**src/rtl/shift_add_mul.sv**
```systemverilog
// Sequential unsigned WIDTH x WIDTH shift-and-add multiplier controller.
// Drives an external WIDTH-bit ripple-carry adder and folds its sum/carry
// back into the accumulator once per cycle, LSB of the multiplier first.
module shift_add_mul #(
  parameter int unsigned WIDTH = 6
) (
  input  logic               clk,
  input  logic               rst_n,
  input  logic               in_valid,
  output logic               in_ready,
  input  logic [WIDTH-1:0]   in_a,
  input  logic [WIDTH-1:0]   in_b,
  output logic               out_valid,
  input  logic               out_ready,
  output logic [2*WIDTH-1:0] product,
  output logic [WIDTH-1:0]   add_a,
  output logic [WIDTH-1:0]   add_b,
  output logic               add_ci,
  input  logic [WIDTH-1:0]   add_s,
  input  logic               add_co
);

  localparam int unsigned CNT_W  = $clog2(WIDTH) + 1;
  localparam int unsigned PROD_W = 2 * WIDTH;

  typedef enum logic [1:0] {
    IDLE = 2'd0,
    RUN  = 2'd1,
    DONE = 2'd2
  } state_t;

  state_t              state, state_d;
  logic [WIDTH-1:0]    m_q, m_d;
  logic [WIDTH-1:0]    acc_q, acc_d;
  logic [WIDTH-1:0]    q_q, q_d;
  logic [CNT_W-1:0]    cnt_q, cnt_d;
  logic [PROD_W-1:0]   product_d;
  logic                in_ready_d;
  logic                out_valid_d;
  logic [PROD_W-1:0]   shifted;

  // Adder result plus carry, shifted right one place together with Q.
  // The carry becomes the accumulator MSB, so nothing is ever lost.
  assign shifted = {add_co, add_s, q_q[WIDTH-1:1]};

  // Adder operands: only driven while an operation is in flight.
  always_comb begin
    add_a  = '0;
    add_b  = '0;
    add_ci = 1'b0;
    if (state == RUN) begin
      add_a = acc_q;
      add_b = q_q[0] ? m_q : '0;
    end
  end

  // Next-state, datapath next values and registered handshake outputs.
  always_comb begin
    state_d   = state;
    m_d       = m_q;
    acc_d     = acc_q;
    q_d       = q_q;
    cnt_d     = cnt_q;
    product_d = product;
    case (state)
      IDLE: begin
        if (in_valid && in_ready) begin
          m_d     = in_a;
          q_d     = in_b;
          acc_d   = '0;
          cnt_d   = '0;
          state_d = RUN;
        end
      end
      RUN: begin
        {acc_d, q_d} = shifted;
        cnt_d        = cnt_q + CNT_W'(1);
        if (cnt_q == CNT_W'(WIDTH - 1)) begin
          product_d = shifted;
          state_d   = DONE;
        end
      end
      DONE: begin
        if (out_ready) begin
          state_d = IDLE;
        end
      end
      default: begin
        state_d = IDLE;
      end
    endcase
    in_ready_d  = (state_d == IDLE);
    out_valid_d = (state_d == DONE);
  end

  // State and datapath registers; reset aborts any operation in progress.
  always_ff @(posedge clk) begin
    if (!rst_n) begin
      state     <= IDLE;
      m_q       <= '0;
      acc_q     <= '0;
      q_q       <= '0;
      cnt_q     <= '0;
      product   <= '0;
      in_ready  <= 1'b0;
      out_valid <= 1'b0;
    end else begin
      state     <= state_d;
      m_q       <= m_d;
      acc_q     <= acc_d;
      q_q       <= q_d;
      cnt_q     <= cnt_d;
      product   <= product_d;
      in_ready  <= in_ready_d;
      out_valid <= out_valid_d;
    end
  end

endmodule

```
**config.mk**
```make
export PLATFORM = sky130hd
export DESIGN_NAME = shift_add_mul
export DESIGN_NICKNAME = d
export VERILOG_FILES = /design/src/rtl/shift_add_mul.sv
export SDC_FILE = /design/constraint.sdc
export NUM_CORES = 1
export LEC_CHECK = 0
export CORE_ASPECT_RATIO = 1.1
export CORE_UTILIZATION = 46
export CTS_CLUSTER_DIAMETER = 30
export DETAILED_ROUTE_END_ITERATION = 16
export PLACE_DENSITY = 0.78
export SETUP_SLACK_MARGIN = 0.05
export SYNTH_ARGS = -nofsm -noshare
export SYNTH_HDL_FRONTEND = slang
export SYNTH_SLANG_ARGS = --single-unit
```
**constraint.sdc**
```tcl
create_clock -name clk -period 1.7 [get_ports clk]
set_input_delay 0.34 -clock clk [delete_from_list [all_inputs] [get_ports clk]]
set_output_delay 0.34 -clock clk [all_outputs]
set_load 0.02 [all_outputs]
```
==> impl_results.md, run 1 <==
- Outcome: finished clean
- Initial antenna violation count: 0
- FF-to-FF path depth: 4
- Grt total ovfl: 0
- Main synth FF type: dfxtp_1
- Placed insts: 277
- Skew-Pair Late Insertion Delay: 0.35 ns
- Vias in the first global route: 1359
- DRC Markers: 0
- Worst path max stage delay: 0.35 ns
- Fin util: 0.661
- VDD IR max: 521 uV
- Final #Nets: 261
- Register area: 763 sq um
- Number of flops mapped to enable cells by yosys: 0
- Hold Crit Start: m_q[1]$_SDFFE_PN0P_
- Worst-path clk slew: 0.11 ns
- Crit Path Max Fanout: 8
- CP startpoint kind: flop
- Tot GR Track Use: 0.198
- Final Max Tran Viols: 0
- Clock buffer count from CTS: 5
- Hold Violations, Final: 0
- Critical Path RT: 1.36 ns
- Setup crit end kind: output port
- H-tree Lvls: 2
- Postcts setup bufs: 0
- Sequential fraction of the synthesis area: 0.452
- Multi-input combinational cell area: 802 sq um
- Deepest clock path buffer count: 2
- Flop and latch count out of synthesis: 38
- DIE WIDTH: 59.7 microns
- DRT antenna net count: 0
- CP max-delay cell: dfxtp_2
- Setup Skew: 0.00379 ns
- PwrDens: 754 mW/mm^2
- Compound-Gate Fraction of Synth Area: 0.107
- Detailed-route via count: 1414
- Maximum clock rate: 0.627 GHz
- Reg2reg end: product[3]$_SDFFE_PN0P_
- Area grow syn2layout: 34.0%
- Fill count: 308
- Final Hold Slack: 0.454 ns
- Initial DRC count: 30
- Share of cells above drive strength 1: 0.186
- Synthesized instance count: 186
- Simple-Gate Fraction of Synth Area: 0.264
- # diodes: 0
- Die Y-Extent: 65.5 microns
- Fin Setup TNS: 0 ns
- Leak Pwr: 1.03 nW
- Maxcap violations: 0
- Critical Path Source: state[0]$_SDFF_PN0_
- First-pass GRT wire length: 5780 microns
- Reg2reg start: cnt_q[0]$_SDFFE_PN0P_
- Mapped Area: 0.00168 sq mm
- Final worst path period share: 0.939
- Finished Cell Area: 0.00226 sq mm
- HP Class: reg -> reg
- Sink of the worst hold path: m_q[1]$_SDFFE_PN0P_
- Drt wl/cell: 12.1 microns
- Final worst slack: 0.104 ns
- Die area: 0.00391 sq mm
- CTS tree: done
- Initial Util: 0.493
- Post-Synth XOR/XNOR Area: 0
- Min Tclk post-route: 1.60 ns
- Syn_nets: 211
- Power, Total: 1.70 mW
- Syn_area_per_cell: 9.05 sq um
- Synth cell count leaders: 38 x dfxtp_1, 37 x nand2_1, 14 x nor2_1, 13 x mux2i_1, 9 x o21ai_0
- Worst path cell trace: nor2b_4 > buf_6 > and3_1 > buf_6
- Routability congestion estimate: 0.740
- Area leader, netlist: dfxtp_1
- Synth unique cells: 32
- Portion of netlist area occupied by mux cells: 0.0773
- Pre-CTS WS: -0.0156 ns
- Reg2Reg Setup Slack: 0.29 ns
- Top-area cell type share of the netlist area: 0.452
- RSZ-0062 raised after global routing: yes
- Post-DP HPWL: 2370 microns
- PortBufs: 48
- Ys Warns: 0
- # hold bufs at CTS: 0
- Via-to-Cell Ratio: 4.96
- Most frequent CP cell: buf_6
- Adder-cell share of the synthesized area: 0.0149
- IO Count: 50
- Asr flop ratio synth: 0
- Num Clock Sinks: 38
- Num rows: 22
- Largest cells by area after synthesis: dfxtp_1 45%, nand2_1 8.2%, mux2i_1 7.7%, nor3_2 4.8%, nor2_1 3.1%
- Largest net degree at the start of global routing: 39
- CTS root buffer: clkbuf_4
- Worst Hold Depth: 2
- Total Routed Length: 3460 microns
- Count leader, synth: dfxtp_1
- WS Path Type: reg -> out
- Crit path DAT: 1.26 ns
- Endpoints failing setup: 0
- Area of the core: 0.00341 sq mm
- Post-DP Area: 0.00220 sq mm
- TritonRoute pass-1 iters: 4
- Largest family of logic cells by synthesized area: simple AND/OR/NAND/NOR gates
- Non-Filler Instances: 285
-- layout by cell type, fill, tap and decap left out, types with 8 or more instances in the layout --
| cell type | n |
|---|---|
| buf_4 | 8 |
| clkdlybuf4s50_1 | 22 |
| dfxtp_1 | 36 |
| dlygate4sd2_1 | 8 |
| mux2i_1 | 13 |
| nand2_1 | 37 |
| nor2_1 | 14 |
| nor3_2 | 8 |
| o21ai_0 | 9 |
-- timing repair --
item / CTS / global route
pin swaps: 0 / 0
resized for setup: 57 / 19
endpoints found under the setup margin: 20 / 14
-- area by class of cell --
cell class	count	area share
timing repair buffer	57	0.242
clock buffer	7	0.0244
multi-input combinational	127	0.355
sequential	38	0.338
clock inverter	1	0.00222
tap	48	0.0266
inverter	7	0.0116
-- worst max path at each step --
| stage | endpoint | depth (start not counted) |
|---|---|---|
| 3_3_place_gp | add_b[3] | 4 |
| 3_5_place_dp | add_b[0] | 4 |
| 5_1_grt | add_b[0] | 4 |
| 6_report | add_b[0] | 4 |
| 2_1_floorplan | add_a[0] | 5 |
| 4_1_cts | add_b[0] | 4 |
-- routing by layer --
metal	global-route usage	wire length (microns)
met5	0	0
met4	0.0872	61
met3	0.0630	202
met2	0.347	1680
met1	0.211	1510
-- kinds of logic after synthesis --
group           count (synthesis)
flops                          38
mux                            13
fa+ha+maj                       2
compound gates                 29
buf+inv                        21
other cells                     1
simple gates                   82
-- report_power, final --
| group | switching, mW | leakage (nW) | internal (mW) |
|---|---|---|---|
| Combinational | 0.124 | 0.686 | 0.128 |
| Clock | 0.294 | 0.0353 | 0.200 |
| Sequential | 0.0273 | 0.310 | 0.928 |
| Total | 0.445 | 1.03 | 1.26 |
-- registers in the layout, indices dropped and copies added, names as in the netlist --
register	flops
product	12
m_q	6
state	2
cnt_q	4
in_ready	1
out_valid	1
acc_q	6
q_q	6
-- critical path: cells and delay by family (launching register included) --
family | cells | cell delay (ns)
simple gates | 2 | 0.31
flops | 1 | 0.35
buf+inv | 2 | 0.24
No activity file was read; power rests on OpenSTA's default activity.
==> run 2, diff against run 1 <==
--- a/config.mk
+++ b/config.mk
@@ -5,10 +5,10 @@
 export SDC_FILE = /design/constraint.sdc
 export NUM_CORES = 1
 export LEC_CHECK = 0
-export CORE_ASPECT_RATIO = 1.1
 export CORE_UTILIZATION = 46
 export CTS_CLUSTER_DIAMETER = 30
 export DETAILED_ROUTE_END_ITERATION = 16
+export GPL_TIMING_DRIVEN = 0
 export PLACE_DENSITY = 0.78
 export SETUP_SLACK_MARGIN = 0.05
 export SYNTH_ARGS = -nofsm -noshare
==> run 2 against run 1 <==
  * Design area increased by 5.3%
  * Die area is essentially flat
  * Hold slack lost 0.11 ns
  * Core utilization rose by 3.4 points
  * Highest routed layer unchanged
  * Clock power down 6.7%
  * Critical path depth fell by 3
  * Wire length up 6.5%
  * Largest power group unchanged
  * Maximum frequency is 0.38% higher
  * Global-route usage is 0.41 points higher
  * Sequential share of layout area is 1.5 points lower
  * Sequential power about the same
==> impl_results.md, run 2 (synthesis gave the netlist of run 1 again) <==
- Cell family with the largest share of critical-path delay: buffers and inverters
- Via-to-Cell Ratio: 4.92 (-0.76%)
- Final Max Tran Viols: 0 (unchanged)
- Psw: 0.437 mW (-2.0%)
- Num rows: 21 (-4.5%)
- Sequential share of power: 0.567 (+0.006)
- Initial Util: 0.493 (about the same)
- Clock buffer count from CTS: 5 (unchanged)
- Leak Pwr: 1.11 nW (+8.1%)
- TritonRoute pass-1 iters: 4 (unchanged)
- Die area: 0.00391 sq mm (about the same)
- Initial DRC count: 34 (+13%)
- Int Pwr: 1.25 mW (-0.87%)
- Final worst slack: 0.110 ns (+0.00607 ns)
- Outcome: finished clean
- Commonest non-fill, non-tap cell in the layout: nand2_1
- Deepest clock path buffer count: 2 (unchanged)
- IO Count: 50 (unchanged)
- Crit Path Max Fanout: 1 (-7)
- Pre-CTS WS: -0.335 ns (-0.319 ns)
- First-pass GRT wire length: 6220 microns (+7.8%)
- Final Hold Slack: 0.349 ns (-0.106 ns)
- Total Routed Length: 3690 microns (+6.5%)
- Setup crit end kind: output port
- Largest net degree at the start of global routing: 20 (-49%)
- Setup Skew: 0.00969 ns (+0.00590 ns)
- Min Tclk post-route: 1.59 ns (-0.00607 ns)
- Vias in the first global route: 1354 (-0.37%)
- Critical Path RT: 1.36 ns (about the same)
- H-tree Lvls: 2 (unchanged)
- Fin util: 0.696 (+0.0343)
- Initial antenna violation count: 0 (unchanged)
- Clock network power share: 0.274 (-0.016)
- Routability congestion estimate: 0.780 (+5.5%)
- Largest register by flop count: product
- CTS root buffer: clkbuf_4
- Tot GR Track Use: 0.202 (+0.00408)
- DIE WIDTH: 62.5 microns (+4.7%)
- RSZ-0062 raised after global routing: yes
- Grt total ovfl: 0 (unchanged)
- Reg2Reg Setup Slack: 0.25 ns (-0.04 ns)
- Area of the core: 0.00342 sq mm (about the same)
- Endpoints failing setup: 0 (unchanged)
- # diodes: 0 (unchanged)
- Fin Setup TNS: 0 ns (unchanged)
- Comb pwr share: 0.159 (+0.011)
- Num Clock Sinks: 38 (unchanged)
- Commonest cells after routing, fill and taps aside: 37 x nand2_1, 36 x dfxtp_1, 22 x clkdlybuf4s50_1
- Worst path cell trace: clkdlybuf4s50_1
- Post-DP Area: 0.00221 sq mm (+0.34%)
- Hold Crit Start: rst_n
- Drt wl/cell: 12.8 microns (+5.4%)
- Post-DP HPWL: 2520 microns (+6.5%)
- Switching share of power: 0.260 (-0.00212)
- CP max-delay cell: clkdlybuf4s50_1
- Maximum clock rate: 0.629 GHz (+0.38%)
- Hold Violations, Final: 0 (unchanged)
- Skew-Pair Late Insertion Delay: 0.34 ns (about the same)
- Worst Path Buf+Inv: 1 (-1)
- HP Class: in -> reg
- Power, Total: 1.68 mW (-1.2%)
- PwrDens: 708 mW/mm^2 (-6.1%)
- VDD IR max: 525 uV (+0.86%)
- Reg2reg end: product[6]$_SDFFE_PN0P_
- Final worst path period share: 0.935 (-0.00357)
- Non-Filler Instances: 288 (+1.1%)
- Max reg flops: 12 (unchanged)
- Placed insts: 279 (+0.72%)
- Share of cells above drive strength 1: 0.219 (+0.0334)
- PortBufs: 47 (-2.1%)
- Sink of the worst hold path: cnt_q[3]$_SDFFE_PN0P_
- Maxcap violations: 0 (unchanged)
- Die Y-Extent: 62.5 microns (-4.5%)
- Worst path max stage delay: 0.59 ns (+0.24 ns)
- Worst-path clk slew: 0.11 ns (about the same)
- Reg2reg start: state[0]$_SDFF_PN0_
- CP startpoint kind: flop
- Final #Nets: 268 (+2.7%)
- Crit path DAT: 1.25 ns (about the same)
- WS Path Type: reg -> out
- FF-to-FF path depth: 7 (+3)
- Area grow syn2layout: 41.1%
- Finished Cell Area: 0.00238 sq mm (+5.3%)
- Worst Hold Depth: 3 (+1)
- Detailed-route via count: 1418 (+0.28%)
- CTS tree: done
- DRT antenna net count: 0 (unchanged)
- DRC Markers: 0 (unchanged)
## run 2: changes by cell type in the layout (fill, tap and decap cells not counted), sizes merged
cell | previous run | this run
dlymetal6s2s | 6 | 11
clkbuf | 7 | 10
clkinv | 1 | 0
buf | 21 | 25
dlygate4sd2 | 8 | 2
## run 2: cell type report
class	count	area, sq um
sequential	38	768
tap	46	57.6
clock buffer	6	51.3
buffer	10	86.3
timing repair buffer	54	544
multi-input combinational	127	842
inverter	7	26.3
fill	287	1040
## run 2: routing by layer
| layer | wire length (microns) | GRT usage |
|---|---|---|
| met2 | 1720 | 0.330 |
| met1 | 1700 | 0.240 |
| met4 | 48 | 0.0727 |
| met5 | 0 | 0 |
| met3 | 215 | 0.0748 |
## run 2: worst max-delay path by stage
stage / startpoint / end / slack (ns) / depth (start not counted)
after CTS: state[0]$_SDFF_PN0_ / add_b[1] / 0.05 / 4
after floorplan: state[1]$_SDFF_PN0_ / add_a[0] / 0.24 / 5
after detailed placement: state[0]$_SDFF_PN0_ / add_b[4] / -0.33 / 5
after global placement: state[0]$_SDFF_PN0_ / add_b[4] / -0.32 / 5
final: out_valid$_SDFF_PN0_ / out_valid / 0.11 / 1
after global routing: state[0]$_SDFF_PN0_ / add_b[1] / 0.02 / 3
## run 2: power by group through the flow
stage          clock (mW)  combinational, mW  sequential (mW)
2_1_floorplan           0              0.152            0.972
3_3_place_gp            0              0.240            0.976
3_5_place_dp            0              0.242            0.977
4_1_cts             0.465              0.250            0.953
5_1_grt             0.516              0.297            0.961
6_report            0.461              0.268            0.953
## run 2: repair_timing
action | CTS | global route
setup endpoints to repair | 14 | 23
buffers inserted | 4 | 3
gates resized for setup | 72 | 29
hold endpoints to repair | 0 | 0
hold buffers | 0 | 0
pin swaps | 0 | 0
==> run 3, diff against run 2 <==
--- a/config.mk
+++ b/config.mk
@@ -5,11 +5,12 @@
 export SDC_FILE = /design/constraint.sdc
 export NUM_CORES = 1
 export LEC_CHECK = 0
-export CORE_UTILIZATION = 46
+export CORE_UTILIZATION = 50
+export CTS_BUF_LIST = sky130_fd_sc_hd__clkbuf_8
 export CTS_CLUSTER_DIAMETER = 30
 export DETAILED_ROUTE_END_ITERATION = 16
 export GPL_TIMING_DRIVEN = 0
-export PLACE_DENSITY = 0.78
+export PLACE_DENSITY = 0.84
 export SETUP_SLACK_MARGIN = 0.05
 export SYNTH_ARGS = -nofsm -noshare
 export SYNTH_HDL_FRONTEND = slang
==> constraint.sdc (replaced) <==
create_clock -name clk -period 2 [get_ports clk]
set_input_delay 0.4 -clock clk [delete_from_list [all_inputs] [get_ports clk]]
set_output_delay 0.4 -clock clk [all_outputs]
set_load 0.02 [all_outputs]
==> run 3 against run 2 <==
  * Sequential power shrank 15%
  * Global-route usage grew 3.7 points
  * Hold slack gained 0.10 ns
  * Setup slack gained 0.066 ns
  * Register-to-register slack gained 0.35 ns
  * Flip-flop and latch count is the same
  * Largest power group unchanged
==> impl_results.md, run 3 (synthesis gave the netlist of run 1 again) <==
- Deepest clock path buffer count: 2 (unchanged)
- Largest net degree at the start of global routing: 11 (-45%)
- Via-to-Cell Ratio: 5.11 (+3.7%)
- VDD IR max: 412 uV (-21%)
- Endpoints failing setup: 0 (unchanged)
- Vias in the first global route: 1412 (+4.3%)
- Setup crit end kind: output port
- Area of the core: 0.00313 sq mm (-8.4%)
- Worst-path clk slew: 0.07 ns (-0.04 ns)
- H-tree Lvls: 2 (unchanged)
- Pre-CTS WS: -0.126 ns (+0.209 ns)
- Num Clock Sinks: 38 (unchanged)
- Tot GR Track Use: 0.239 (+0.0371)
- First-pass GRT wire length: 6340 microns (+1.9%)
- CTS tree: done
- Maxcap violations: 0 (unchanged)
- Largest register by flop count: product
- Skew-Pair Late Insertion Delay: 0.28 ns (-0.06 ns)
- DRC Markers: 0 (unchanged)
- IO Count: 50 (unchanged)
- Die Y-Extent: 60.0 microns (-4.0%)
- Routability congestion estimate: 0.776 (-0.51%)
- Met3 usage: 0.0693 (-0.00555)
- Share of cells above drive strength 1: 0.163 (-0.0565)
- Fill count: 259 (-9.8%)
- DRT antenna net count: 0 (unchanged)
- Die area: 0.00360 sq mm (-7.7%)
- CTS root buffer: clkbuf_8
- Initial DRC count: 21 (-38%)
- Drt wl/cell: 13.0 microns (+1.6%)
- Initial Util: 0.538 (+0.0454)
- # hold bufs at CTS: 0 (unchanged)
- Final Max Tran Viols: 0 (unchanged)
- Crit Path Max Fanout: 10 (+9)
- CP startpoint kind: flop
- TritonRoute pass-1 iters: 4 (unchanged)
- Final #Nets: 265 (-1.1%)
- Met1 Use GR: 0.277 (+0.0372)
- DIE WIDTH: 60.0 microns (-4.0%)
- WS Path Type: reg -> out
- Most used routing layer: met2
- Setup Skew: 0.00156 ns (-0.00813 ns)
- Critical Path RT: 1.60 ns (+0.24 ns)
- RSZ-0062 raised after global routing: no
- Min Tclk post-route: 1.82 ns
- # diodes: 0 (unchanged)
- Max reg flops: 12 (unchanged)
- Initial antenna violation count: 0 (unchanged)
- Finished Cell Area: 0.00226 sq mm (-5.0%)
- Num rows: 20 (-4.8%)
- Detailed-route via count: 1450 (+2.3%)
- Post-DP Area: 0.00221 sq mm (-0.11%)
- Post-DP HPWL: 2680 microns (+6.1%)
- Leak Pwr: 0.891 nW (-20%)
- Grt total ovfl: 0 (unchanged)
- Commonest cells after routing, fill and taps aside: 37 x nand2_1, 37 x dfxtp_1, 35 x clkdlybuf4s50_1
- HP Class: reg -> reg
- Global Route met2 Usage: 0.406 (+0.0762)
- Total Routed Length: 3690 microns (+0.22%)
- Critical Path Source: state[1]$_SDFF_PN0_
- Reg2reg start: cnt_q[0]$_SDFFE_PN0P_
- Clock buffer count from CTS: 5 (unchanged)
- Area grow syn2layout: 34.0%
- Final worst slack: 0.176 ns (+0.0658 ns)
- Maximum clock rate: 0.548 GHz
- Final worst path period share: 0.912
- PwrDens: 663 mW/mm^2 (-6.4%)
- PortBufs: 47 (unchanged)
- Hold Violations, Final: 0 (unchanged)
- Outcome: finished clean
- Hold Crit Start: m_q[4]$_SDFFE_PN0P_
- Crit path DAT: 1.42 ns (+0.17 ns)
[run 3: cell count changes in the layout (fill, tap and decap cells not counted), sizes merged, moves of 2 or more]
cell,change
clkdlybuf4s50,+13
dlymetal6s2s,-11
buf,-7
clkdlybuf4s15,+4
dlygate4sd2,-2
inv,+2
[run 3: cell type report]
cell class	count	area (sq um)	area share
multi-input combinational	127	785	0.348
sequential	38	764	0.339
timing repair buffer	48	443	0.196
buffer	13	108	0.0477
clock buffer	5	68.8	0.0305
tap	44	55.1	0.0244
inverter	7	26.3	0.0116
clock inverter	2	7.51	0.00333
[run 3: where the power goes]
group	internal (mW)	total (mW)	switching, mW
Combinational	0.104	0.209	0.105
Sequential	0.789	0.814	0.0255
Clock	0.229	0.473	0.243
Total	1.12	1.50	0.374
[run 3: metal layers]
| layer | up-vias | wire (microns) | share of wire |
|---|---|---|---|
| met5 | - | 0 | 0 |
| met4 | 0 | 60 | 0.016 |
| met3 | 7 | 243 | 0.066 |
| met2 | 44 | 1770 | 0.48 |
| met1 | 674 | 1620 | 0.44 |
| li1 | 725 | - | - |
[run 3: final timing paths]
path                                                 to  slack [ns]  cells past startpoint
worst max-delay path                           add_b[3]        0.18                      6
worst min-delay path                m_q[4]$_SDFFE_PN0P_        0.45                      2
worst max register to register  product[3]$_SDFFE_PN0P_        0.60                      5
worst min register to register      m_q[4]$_SDFFE_PN0P_        0.45                      2
[run 3: what timing repair did]
item,4_1_cts,5_1_grt
gates cloned,0,0
endpoints found under the setup margin,12,8
gates resized for setup,42,4
setup buffers,1,0
[run 3: worst max-delay path, cell delays in order (launching register included)]
cell,delay (ns)
dfxtp_1,0.31
buf_6,0.13
nor2b_1,0.11
buf_4,0.13
buf_6,0.13
and3_1,0.16
buf_2,0.16
[run 3: per-stage QoR]
step	setup TNS (ns)	power, mW	util	cells	hold WS [ns]
after detailed placement	-0.632	1.04	0.706	277	0.442
final	0	1.50	0.722	284	0.449
after CTS	0	1.51	0.731	285	0.451
after global routing	0	1.57	0.722	284	0.471
after floorplan	0	0.955	-	186	0.431
after global placement	-0.361	1.03	0.706	277	0.437
